<file path="src/rtl/core_pkg.sv">
// Shared types and constants for the core launcher and its run counter.
// Latency: n/a (declarations only).
// Backpressure: n/a.
package core_pkg;

  localparam int CORE_ADDR_W = 32;
  localparam int CORE_DATA_W = 32;
  localparam int CNT_W       = 32;

  // Low address bits an instruction beat must carry to be written.
  localparam logic [1:0] ALIGN_MASK = 2'b00;

  localparam logic [CNT_W-1:0] MAX_CYCLES_DEF = 32'hFFFF_FFFF;

  typedef enum logic [2:0] {
    IDLE  = 3'd0,
    LOAD  = 3'd1,
    SETPC = 3'd2,
    WAKE  = 3'd3,
    RUN   = 3'd4,
    DONE  = 3'd5
  } launchState_t;

  function automatic logic isAligned(input logic [1:0] lowBits);
    return lowBits == ALIGN_MASK;
  endfunction

endpackage

</file>
<file path="src/rtl/core_launcher_if.sv">
// Host program-beat stream (address/word/last) into the launcher.
// Latency: n/a (wires only).
// Backpressure: valid/ready; a beat moves when host_valid and host_ready are both high.
interface core_launcher_if
  import core_pkg::*;
#(
  parameter int ADDR_W = CORE_ADDR_W,
  parameter int DATA_W = CORE_DATA_W
) ();

  logic              host_valid;
  logic              host_ready;
  logic [ADDR_W-1:0] host_addr;
  logic [DATA_W-1:0] host_data;
  logic              host_last;

  modport master (
    output host_valid, host_addr, host_data, host_last,
    input  host_ready
  );

  modport slave (
    input  host_valid, host_addr, host_data, host_last,
    output host_ready
  );

endinterface

</file>
<file path="src/rtl/core_launcher_run_counter.sv">
// Saturating run-cycle counter with clear, enable and limit-hit flag.
// Latency: count updates on the clock edge; limitHit is combinational for the current cycle.
// Backpressure: none.
module run_counter
  import core_pkg::*;
#(
  parameter logic [CNT_W-1:0] LIMIT = MAX_CYCLES_DEF
) (
  input  logic             sclk,
  input  logic             reset,
  input  logic             clr,
  input  logic             en,
  output logic [CNT_W-1:0] count,
  output logic             limitHit
);

  logic [CNT_W-1:0] nextCount;

  // Next value saturates at LIMIT; the hit flag reports that this cycle's increment reaches it.
  always_comb begin
    nextCount = count;
    if (en && (count < LIMIT)) begin
      nextCount = count + 1'b1;
    end
    limitHit = en && (nextCount >= LIMIT);
  end

  // Counter register; clear beats enable so a fresh run always starts at zero.
  always_ff @(posedge sclk) begin
    if (reset) begin
      count <= '0;
    end else if (clr) begin
      count <= '0;
    end else begin
      count <= nextCount;
    end
  end

endmodule

</file>
<file path="src/rtl/core_launcher.sv">
// Loads a program into the core RAM, then forces PC, wakes the core and times the run.
// Latency: accepted beat is written one cycle later; start -> SETPC -> WAKE -> RUN, one cycle each.
// Backpressure: host_ready high only in IDLE/LOAD; start is ignored outside IDLE.
module core_launcher
  import core_pkg::*;
#(
  parameter logic [CNT_W-1:0] MAX_CYCLES = MAX_CYCLES_DEF,
  parameter int               ADDR_W     = CORE_ADDR_W,
  parameter int               DATA_W     = CORE_DATA_W
) (
  input  logic                  sclk,
  input  logic                  reset,
  core_launcher_if.slave        host,
  input  logic                  start,
  input  logic [ADDR_W-1:0]     start_pc,
  input  logic                  done_ack,
  output logic                  load,
  output logic [ADDR_W-1:0]     loadAddress,
  output logic [DATA_W-1:0]     loadInstruction,
  output logic [ADDR_W-1:0]     PCOut,
  output logic                  PCLoad,
  output logic                  wake,
  output logic                  RegRuntime,
  input  logic                  CPUExit,
  output logic                  busy,
  output logic                  done,
  output logic                  timeout,
  output logic                  align_err,
  output logic [CNT_W-1:0]      cycle_count
);

  launchState_t state;
  logic         lastPending;
  logic         beatTaken;
  logic         startTaken;
  logic         limitHit;

  assign host.host_ready = (state == IDLE) || (state == LOAD);
  assign busy            = (state != IDLE);
  assign beatTaken       = host.host_valid && host.host_ready;
  // A beat in the same cycle wins over start.
  assign startTaken      = start && (state == IDLE) && !beatTaken;

  run_counter #(
    .LIMIT (MAX_CYCLES)
  ) u_run_counter (
    .sclk     (sclk),
    .reset    (reset),
    .clr      (startTaken),
    .en       (state == RUN),
    .count    (cycle_count),
    .limitHit (limitHit)
  );

  // Launch sequencer: state plus every registered strobe and status flag.
  always_ff @(posedge sclk) begin
    if (reset) begin
      state           <= IDLE;
      lastPending     <= 1'b0;
      load            <= 1'b0;
      loadAddress     <= '0;
      loadInstruction <= '0;
      PCOut           <= '0;
      PCLoad          <= 1'b0;
      wake            <= 1'b0;
      RegRuntime      <= 1'b0;
      done            <= 1'b0;
      timeout         <= 1'b0;
      align_err       <= 1'b0;
    end else begin
      load   <= 1'b0;
      PCLoad <= 1'b0;
      wake   <= 1'b0;
      if (beatTaken) begin
        // Misaligned beats are consumed so the stream keeps moving, but never written.
        state       <= LOAD;
        lastPending <= host.host_last;
        if (isAligned(host.host_addr[1:0])) begin
          load            <= 1'b1;
          loadAddress     <= host.host_addr;
          loadInstruction <= host.host_data;
        end else begin
          align_err <= 1'b1;
        end
      end else begin
        case (state)
          IDLE: begin
            if (start) begin
              state      <= SETPC;
              PCOut      <= start_pc;
              PCLoad     <= 1'b1;
              RegRuntime <= 1'b1;
              done       <= 1'b0;
              timeout    <= 1'b0;
              align_err  <= 1'b0;
            end
          end
          LOAD: begin
            if (lastPending) begin
              state       <= IDLE;
              lastPending <= 1'b0;
            end
          end
          SETPC: begin
            state      <= WAKE;
            wake       <= 1'b1;
            RegRuntime <= 1'b1;
          end
          WAKE: begin
            state <= RUN;
          end
          RUN: begin
            // Exit on the limit cycle is a clean finish, not a timeout.
            if (CPUExit) begin
              state      <= DONE;
              done       <= 1'b1;
              RegRuntime <= 1'b0;
              timeout    <= 1'b0;
            end else if (limitHit) begin
              state      <= DONE;
              done       <= 1'b1;
              RegRuntime <= 1'b0;
              timeout    <= 1'b1;
            end
          end
          DONE: begin
            if (done_ack || start) begin
              state <= IDLE;
              done  <= 1'b0;
            end
          end
          default: begin
            state <= IDLE;
          end
        endcase
      end
    end
  end

endmodule

</file>
<file path="src/flat_wrapper.sv">
// flat-port wrapper written by rule: the top's interface ports become plain ports
module core_launcher_flat import core_pkg::*;
#(
  parameter logic [CNT_W-1:0] MAX_CYCLES = MAX_CYCLES_DEF,
  parameter int               ADDR_W     = CORE_ADDR_W,
  parameter int               DATA_W     = CORE_DATA_W
)
  (sclk, reset, start, start_pc, done_ack, load, loadAddress, loadInstruction, PCOut, PCLoad, wake, RegRuntime, CPUExit, busy, done, timeout, align_err, cycle_count, host_host_valid, host_host_addr, host_host_data, host_host_last, host_host_ready);
  core_launcher_if #(.ADDR_W(ADDR_W), .DATA_W(DATA_W)) host_i ();
  input  logic sclk;
  input  logic reset;
  input  logic start;
  input  logic [ADDR_W-1:0] start_pc;
  input  logic done_ack;
  output logic load;
  output logic [ADDR_W-1:0] loadAddress;
  output logic [DATA_W-1:0] loadInstruction;
  output logic [ADDR_W-1:0] PCOut;
  output logic PCLoad;
  output logic wake;
  output logic RegRuntime;
  input  logic CPUExit;
  output logic busy;
  output logic done;
  output logic timeout;
  output logic align_err;
  output logic [CNT_W-1:0] cycle_count;
  input wire logic [$bits(host_i.host_valid)-1:0] host_host_valid;
  input wire logic [$bits(host_i.host_addr)-1:0] host_host_addr;
  input wire logic [$bits(host_i.host_data)-1:0] host_host_data;
  input wire logic [$bits(host_i.host_last)-1:0] host_host_last;
  output wire logic [$bits(host_i.host_ready)-1:0] host_host_ready;
  assign host_i.host_valid = host_host_valid;
  assign host_i.host_addr = host_host_addr;
  assign host_i.host_data = host_host_data;
  assign host_i.host_last = host_host_last;
  assign host_host_ready = host_i.host_ready;
  core_launcher #(.MAX_CYCLES(MAX_CYCLES), .ADDR_W(ADDR_W), .DATA_W(DATA_W)) u_core (.sclk(sclk), .reset(reset), .host(host_i), .start(start), .start_pc(start_pc), .done_ack(done_ack), .load(load), .loadAddress(loadAddress), .loadInstruction(loadInstruction), .PCOut(PCOut), .PCLoad(PCLoad), .wake(wake), .RegRuntime(RegRuntime), .CPUExit(CPUExit), .busy(busy), .done(done), .timeout(timeout), .align_err(align_err), .cycle_count(cycle_count));
endmodule
</file>
<file path="config.mk">
export PLATFORM = sky130hd
export DESIGN_NAME = core_launcher_flat
export DESIGN_NICKNAME = d
export VERILOG_FILES = /design/src/rtl/core_pkg.sv /design/src/rtl/core_launcher_if.sv /design/src/rtl/core_launcher_run_counter.sv /design/src/rtl/core_launcher.sv /design/src/flat_wrapper.sv
export SDC_FILE = /design/constraint.sdc
export NUM_CORES = 1
export LEC_CHECK = 0
export BUFFER_PORTS_ARGS = -buffer_cell sky130_fd_sc_hd__buf_2
export CAP_MARGIN = 20
export CELL_PAD_IN_SITES_DETAIL_PLACEMENT = 1
export CELL_PAD_IN_SITES_GLOBAL_PLACEMENT = 2
export CORE_MARGIN = 5
export CORE_UTILIZATION = 28
export DETAILED_ROUTE_END_ITERATION = 12
export MAX_ROUTING_LAYER = met4
export PLACE_DENSITY_LB_ADDON = 0.1
export RECOVER_POWER = 50
export SLEW_MARGIN = 20
export SYNTH_ARGS = -nofsm -noshare
export SYNTH_HDL_FRONTEND = slang
export SYNTH_HIERARCHICAL = 1
export SYNTH_SLANG_ARGS = --single-unit
</file>
<file path="constraint.sdc">
create_clock -name sclk -period 7.7 [get_ports sclk]
set_input_delay 0.385 -clock sclk [delete_from_list [all_inputs] [get_ports sclk]]
set_output_delay 0.385 -clock sclk [all_outputs]
set_load 0.02 [all_outputs]
</file>
# Word level (Yosys, flattened, before mapping)
# Cells that the tools add are included.
[op_classes]
bitwise = 2
n_addsub = 1
mux = 27
eq_ne = 14
magnitude_cmp = 2
n_reduce_logical = 29
[op_table]
columns = ["cell", "count"]
rows = [
  ["32-bit by 1-bit adder with 32-bit output, second input constant", 1],
  ["32-bit >= comparator, second input constant", 1],
  ["32-bit < comparator, second input constant", 1],
  ["32-bit two-way mux", 1],
  ["3-bit case mux with 6 select lines", 1],
  ["1-bit two-way mux", 17],
  ["4-bit AND reduction", 4],
  ["3-bit two-way mux", 5],
  ["3-bit nonzero test", 3],
  ["2-bit nonzero test", 4],
  ["3-bit by 2-bit == test with 1-bit output, second input constant", 2],
  ["3-bit == test, second input constant", 2],
  ["3-bit by 1-bit inequality test with 1-bit output, second input constant", 2],
  ["3-bit by 2-bit inequality test with 1-bit output, second input constant", 2],
  ["1-bit case mux with 3 select lines", 2],
  ["3-bit AND reduction", 2],
  ["2-bit OR reduction", 3],
  ["1-bit logical AND", 5],
  ["5-bit AND reduction", 1],
  ["2-bit by 1-bit inequality test with 1-bit output, second input constant", 2],
  ["2-bit inequality test, second input constant", 2],
  ["4-bit by 2-bit inequality test with 1-bit output, second input constant", 1],
  ["3-bit by 1-bit == test with 1-bit output, second input constant", 1],
  ["3-bit logical NOT", 1],
  ["7 further kinds", 9],
]
[totals]
regBits = 139

# Longest topological paths before layout
[logic_depth]
depth_word = 9
mapped_depth = 15

# Hierarchy
# The synthesis kept the hierarchy.
[by_module_without_submodules]
columns = ["module", "area_per_inst_um2", "n_inst", "seq_area_each_um2", "cells_per_inst"]
rows = [
  ["core_launcher", 3896.2, 1, 2142.1, 477],
  ["run_counter", 1803.0, 1, 640.6, 218],
]

# Worst setup path after synthesis
# Ideal clock, no wire load.
[synth_path]
path_kind = "register -> register"
startpoint = "register u_core.state[0]"
endpoint = "register u_core.timeout"
period_less_slack_ns = 3.560
setup_slack_ns = 4.140
setup_time_ns = 0.117
stages_incl_launch_ff = 16
arrival_time_ns = 3.442
cell_sequence = "dfxtp_1 > buf_2 > or2_2 > nor2_1 > clkbuf_1 > nand4_1 > or4_1 > buf_2 > or4_1 > a22oi_1 > nand4_1 > nor4_2 > nor2_1 > a21oi_1 > o21ai_0 > a32o_1"
[synth_via]
elab_chain_len = 7
[synth_lines]
columns = ["element", "line_no", "text"]
rows = [
  ["from (decl)", "core_launcher.sv:32", "launchState_t state;"],
  ["from (signal assigned)", "core_launcher.sv:58", "state <= IDLE;"],
  ["from (signal assigned)", "core_launcher.sv:76", "state <= LOAD;"],
  ["from (signal assigned)", "core_launcher.sv:89", "state <= SETPC;"],
  ["3-bit == test (*)", "core_launcher.sv:50", ".en (state == RUN),"],
  ["1-bit logical AND", "core_launcher_run_counter.sv:22", "if (en && (count < LIMIT)) begin"],
  ["32-bit two-way mux", "core_launcher_run_counter.sv:22", ""],
  ["32-bit >= comparator", "core_launcher_run_counter.sv:25", "limitHit = en && (nextCount >= LIMIT);"],
  ["1-bit logical AND (*)", "core_launcher_run_counter.sv:25", ""],
  ["via u_core.limitHit", "core_launcher.sv:36", "logic limitHit;"],
  ["3-bit by 2-bit inequality test with 1-bit output (no source line) (*)", "-", ""],
  ["4-bit AND reduction (no source line) (*)", "-", ""],
  ["to (signal assigned)", "core_launcher.sv:68", "timeout <= 1'b0;"],
  ["to (signal assigned)", "core_launcher.sv:94", "timeout <= 1'b0;"],
  ["to (signal assigned)", "core_launcher.sv:118", "timeout <= 1'b0;"],
  ["to (decl)", "core_launcher.sv:27", "output logic timeout,"],
]
# The timed path passes the listed nets; every way through them passes the cells marked *.
# A chain may end at the register's enable or synchronous reset.

# Final worst setup path
[layout_path]
startpoint = "input reset"
endpoint = "register u_core.u_run_counter.count[15]"
[layout_via]
elab_chain_len = 1
[layout_lines]
columns = ["element", "line_no", "text"]
rows = [
  ["from (decl)", "flat_wrapper.sv:11", "input logic reset;"],
  ["2-bit OR reduction (no source line)", "-", ""],
  ["to (signal assigned)", "core_launcher_run_counter.sv:35", "count <= nextCount;"],
  ["to (decl)", "core_launcher_run_counter.sv:13", "output logic [CNT_W-1:0] count,"],
]
# No other way between the ends.

==> results.md <==
* Max-slew violation total from the final report at 113
* Final min period at 5.16 ns
* Port buffer count at 239
* Mux cell area share after synthesis at 0.176%
* Sequential fraction of the synthesis area at 48.8%
* HPWL Detailed at 14,600 um
* Max clock buf depth at 2
* Setup violations, final at 0
* H-tree depth at 4
* Std cell rows at 52
* Worst slew margin at -133%
* Critical Path Fanout Max at 78
* Layout area overhead at 30.7%
* Synth Warn # at 6
* CTS Sinks at 139
* Dominant synthesized flop cell: dfxtp_1
* Die area at 23,300 um^2
* CTS tree: yes
* WHS at 0.200 ns
* Die Height at 153 um
* Pleak at 0.00261 uW
* Via Count at 5,700
* Syn avg cell area at 8.20 um^2
* Worst vdd ir at 0.144 mV
* CP peak stage delay at 2.54 ns
* Core area at 20,200 um^2
* Main combinational cell family by area after synthesis: simple AND/OR/NAND/NOR gates
* Most frequent cells in the layout: nand2_1 (193), dfxtp_1 (139), clkbuf_1 (138)
* Final Util at 36.9%
* Ranking of synthesized cells by area: dfxtp_1 (49%), nand2_1 (13%), a21oi_1 (8.3%), nor2_1 (2.3%), a21oi_2 (2.2%)
* Largest net degree at the start of global routing at 79
* Startpoint Class: input pin
* Final Wtd Congestion at 0.842
* Starting DRT DRC Count at 242
* Routed Antenna Nets at 0
* Crit-path most repeated cell: clkbuf_1
* Post-synth EDFFs at 0
* Detailed Route WL at 19,900 um
* First-pass GRT wire length at 31,300 um
* Leading cell type in the layout, fill and taps excluded: nand2_1
* Final period util at 67.0%
* Vias in the first global route at 5,817
* CP Class: input pin to flop
* Share of layout cells above drive strength 1 at 19.4%
* PwrDens at 232 nW/um^2
* Layout net count at 1,016
* Buf/Inv on CP at 2
* Seq cells post-synth at 139
* Mapped Area at 5700 um^2
* Area leader, netlist: dfxtp_1
* Adder-Cell Fraction of Synth Area at 0.220%
* Violated checks: capacitance limit, slew limit
* Total CTS buffers at 17
* Mapped Nets at 799
* CP max stage cell: clkbuf_1
* Clock skew at 0.00993 ns
* Ordered cell list for the critical path: clkbuf_1, clkbuf_1, nor2_1, and2_1
* Cts repair resizes at 0
* Gr usage total at 17.0%
* Post-synthesis xor/xnor area fraction at 2.00%
* Sum Neg Setup Slack at 0 ns
* Crit. End Element: flop
* Initial core utilization at 28.3%
* Postcts setup bufs at 0
* CTS Root Buffer Type: clkbuf_16
* Worst path arrival time at 5.46 ns
* Overflow after GRT at 0
* Worst hold-check path type: input pin to flop
* Post-synthesis compound-gate area fraction at 16.6%
* Max Cap Viol at 2
* Clock latency on the worst-skew pair at 0.42 ns
* Cell family with most CP delay: buffers and inverters
* Clock Pin Slew Worst Setup and Hold Paths at 0.07 ns
* RSZ-0062 raised after global routing: no
* Synth Area in Simple Gates at 27.4%
* Non-Filler Instances at 1,196
* Hold_buf cts at 0
* Worst Tran Pin Value at 3.50 ns
* Initial antenna violation count at 1
* First drt pass iteration count at 4
* Cell variety after synth at 63
* Placed cells at 1,163
* DR DRC count at 0
* Gate Count Post-Synth at 695
* Final Hold Fails at 0
* DIE WIDTH at 153 um
* # IOs at 240
* Outcome: finished, violations left
* Post-DR vias/cell at 4.77
* Required @ worst endpoint at 8.00 ns
* Top-area cell type share of the netlist area at 48.8%
* FMAX at 194 MHz
* Asr flop ratio synth at 0%
* Routed WL per cell at 16.6 um
## stage by stage
| stage | setup WS (ns) | area [um^2] | total power [uW] |
|---|---|---|---|
| after floorplan | 4.14 | 5700 | 864 |
| after global routing | 1.96 | 7450 | 1810 |
| final | 2.54 | 7450 | 1730 |
| after detailed placement | 3.49 | 7030 | 929 |
| after CTS | 3.44 | 7620 | 1770 |
| after global placement | 3.68 | 7030 | 925 |
## state kept, by name, summed over array words and instances, names as in the netlist, 3 cells and up
name and flops:
u_core/loadInstruction 32, u_core/loadAddress 32, u_core/state 3, u_core/u_run_counter/count 32
u_core/PCOut 32
## worst register-to-register path, stage by stage (launching register included)
cell,delay (ns)
dfxtp_1,0.38
or2_2,0.36
nor2_1,0.58
nand3_1,0.20
nor4_2,0.67
nand4_1,0.35
xor2_1,0.25
a2111o_1,0.31
nor4_2,0.38
nor2_1,0.10
a21oi_1,0.17
o21ai_0,0.13
a32o_1,0.37
## Yosys cell counts, drive strengths merged (2+ instances only)
cell type  number
inv             6
and4            2
a31oi           4
nor3            7
or4             7
o21a            4
nand2         202
or2             6
and2            6
a211oi          2
nand2b          2
a311oi          3
nor2           35
nor3b           3
a32oi           3
dfxtp         139
o21ai          13
or3b            2
and3            8
xor2            9
nor2b           4
a2bb2oi         2
nor4           10
clkbuf         23
a22oi           2
nand4          14
xnor2           4
buf            21
o31ai           3
or3             5
nand3          18
a21oi         109
## path summary, 6_finish.rpt
path	start	end	slack [ns]	cells past startpoint
worst max-delay path	reset	u_core/u_run_counter/count[15]	2.54	4
worst min-delay path	host_host_data[24]	u_core/loadInstruction[24]	0.20	3
worst max register to register	u_core/state[0]	u_core/timeout	3.33	12
worst min register to register	u_core/loadAddress[15]	u_core/loadAddress[15]	0.45	2
## cell type report
cell class	instances	area, um^2
clock buffer	18	429
multi-input combinational	505	2660
tap	270	338
sequential	139	2780
fill	2550	12700
timing repair buffer	242	1040
inverter	7	31.3
clock inverter	14	163
antenna	1	2.50
## power by group
group	switching, uW	internal (uW)	total (uW)
Combinational	101	49.8	151
Sequential	12.9	742	754
Clock	339	485	824
Total	453	1280	1730
## cell families (layout without fill, tap and decap cells)
family | Yosys count | in the layout
flip-flops | 139 | 139
buffers and inverters | 51 | 281
AND/OR/NAND/NOR | 333 | 333
XOR/XNOR | 13 | 13
adder cells (fa/ha/maj) | 1 | 1
multiplexers | 1 | 1
AO/OA/AOI/OAI | 157 | 157
other | 0 | 1
## per-layer routing
layer,up-vias,GRT usage [%],part of all wire (%)
li1,2822,-,-
met1,2683,20.8,44
met2,173,27.7,49
met3,22,4.54,5.8
met4,0,4.92,1.3
met5,-,-,0
(Power assumes the default switching activity.)
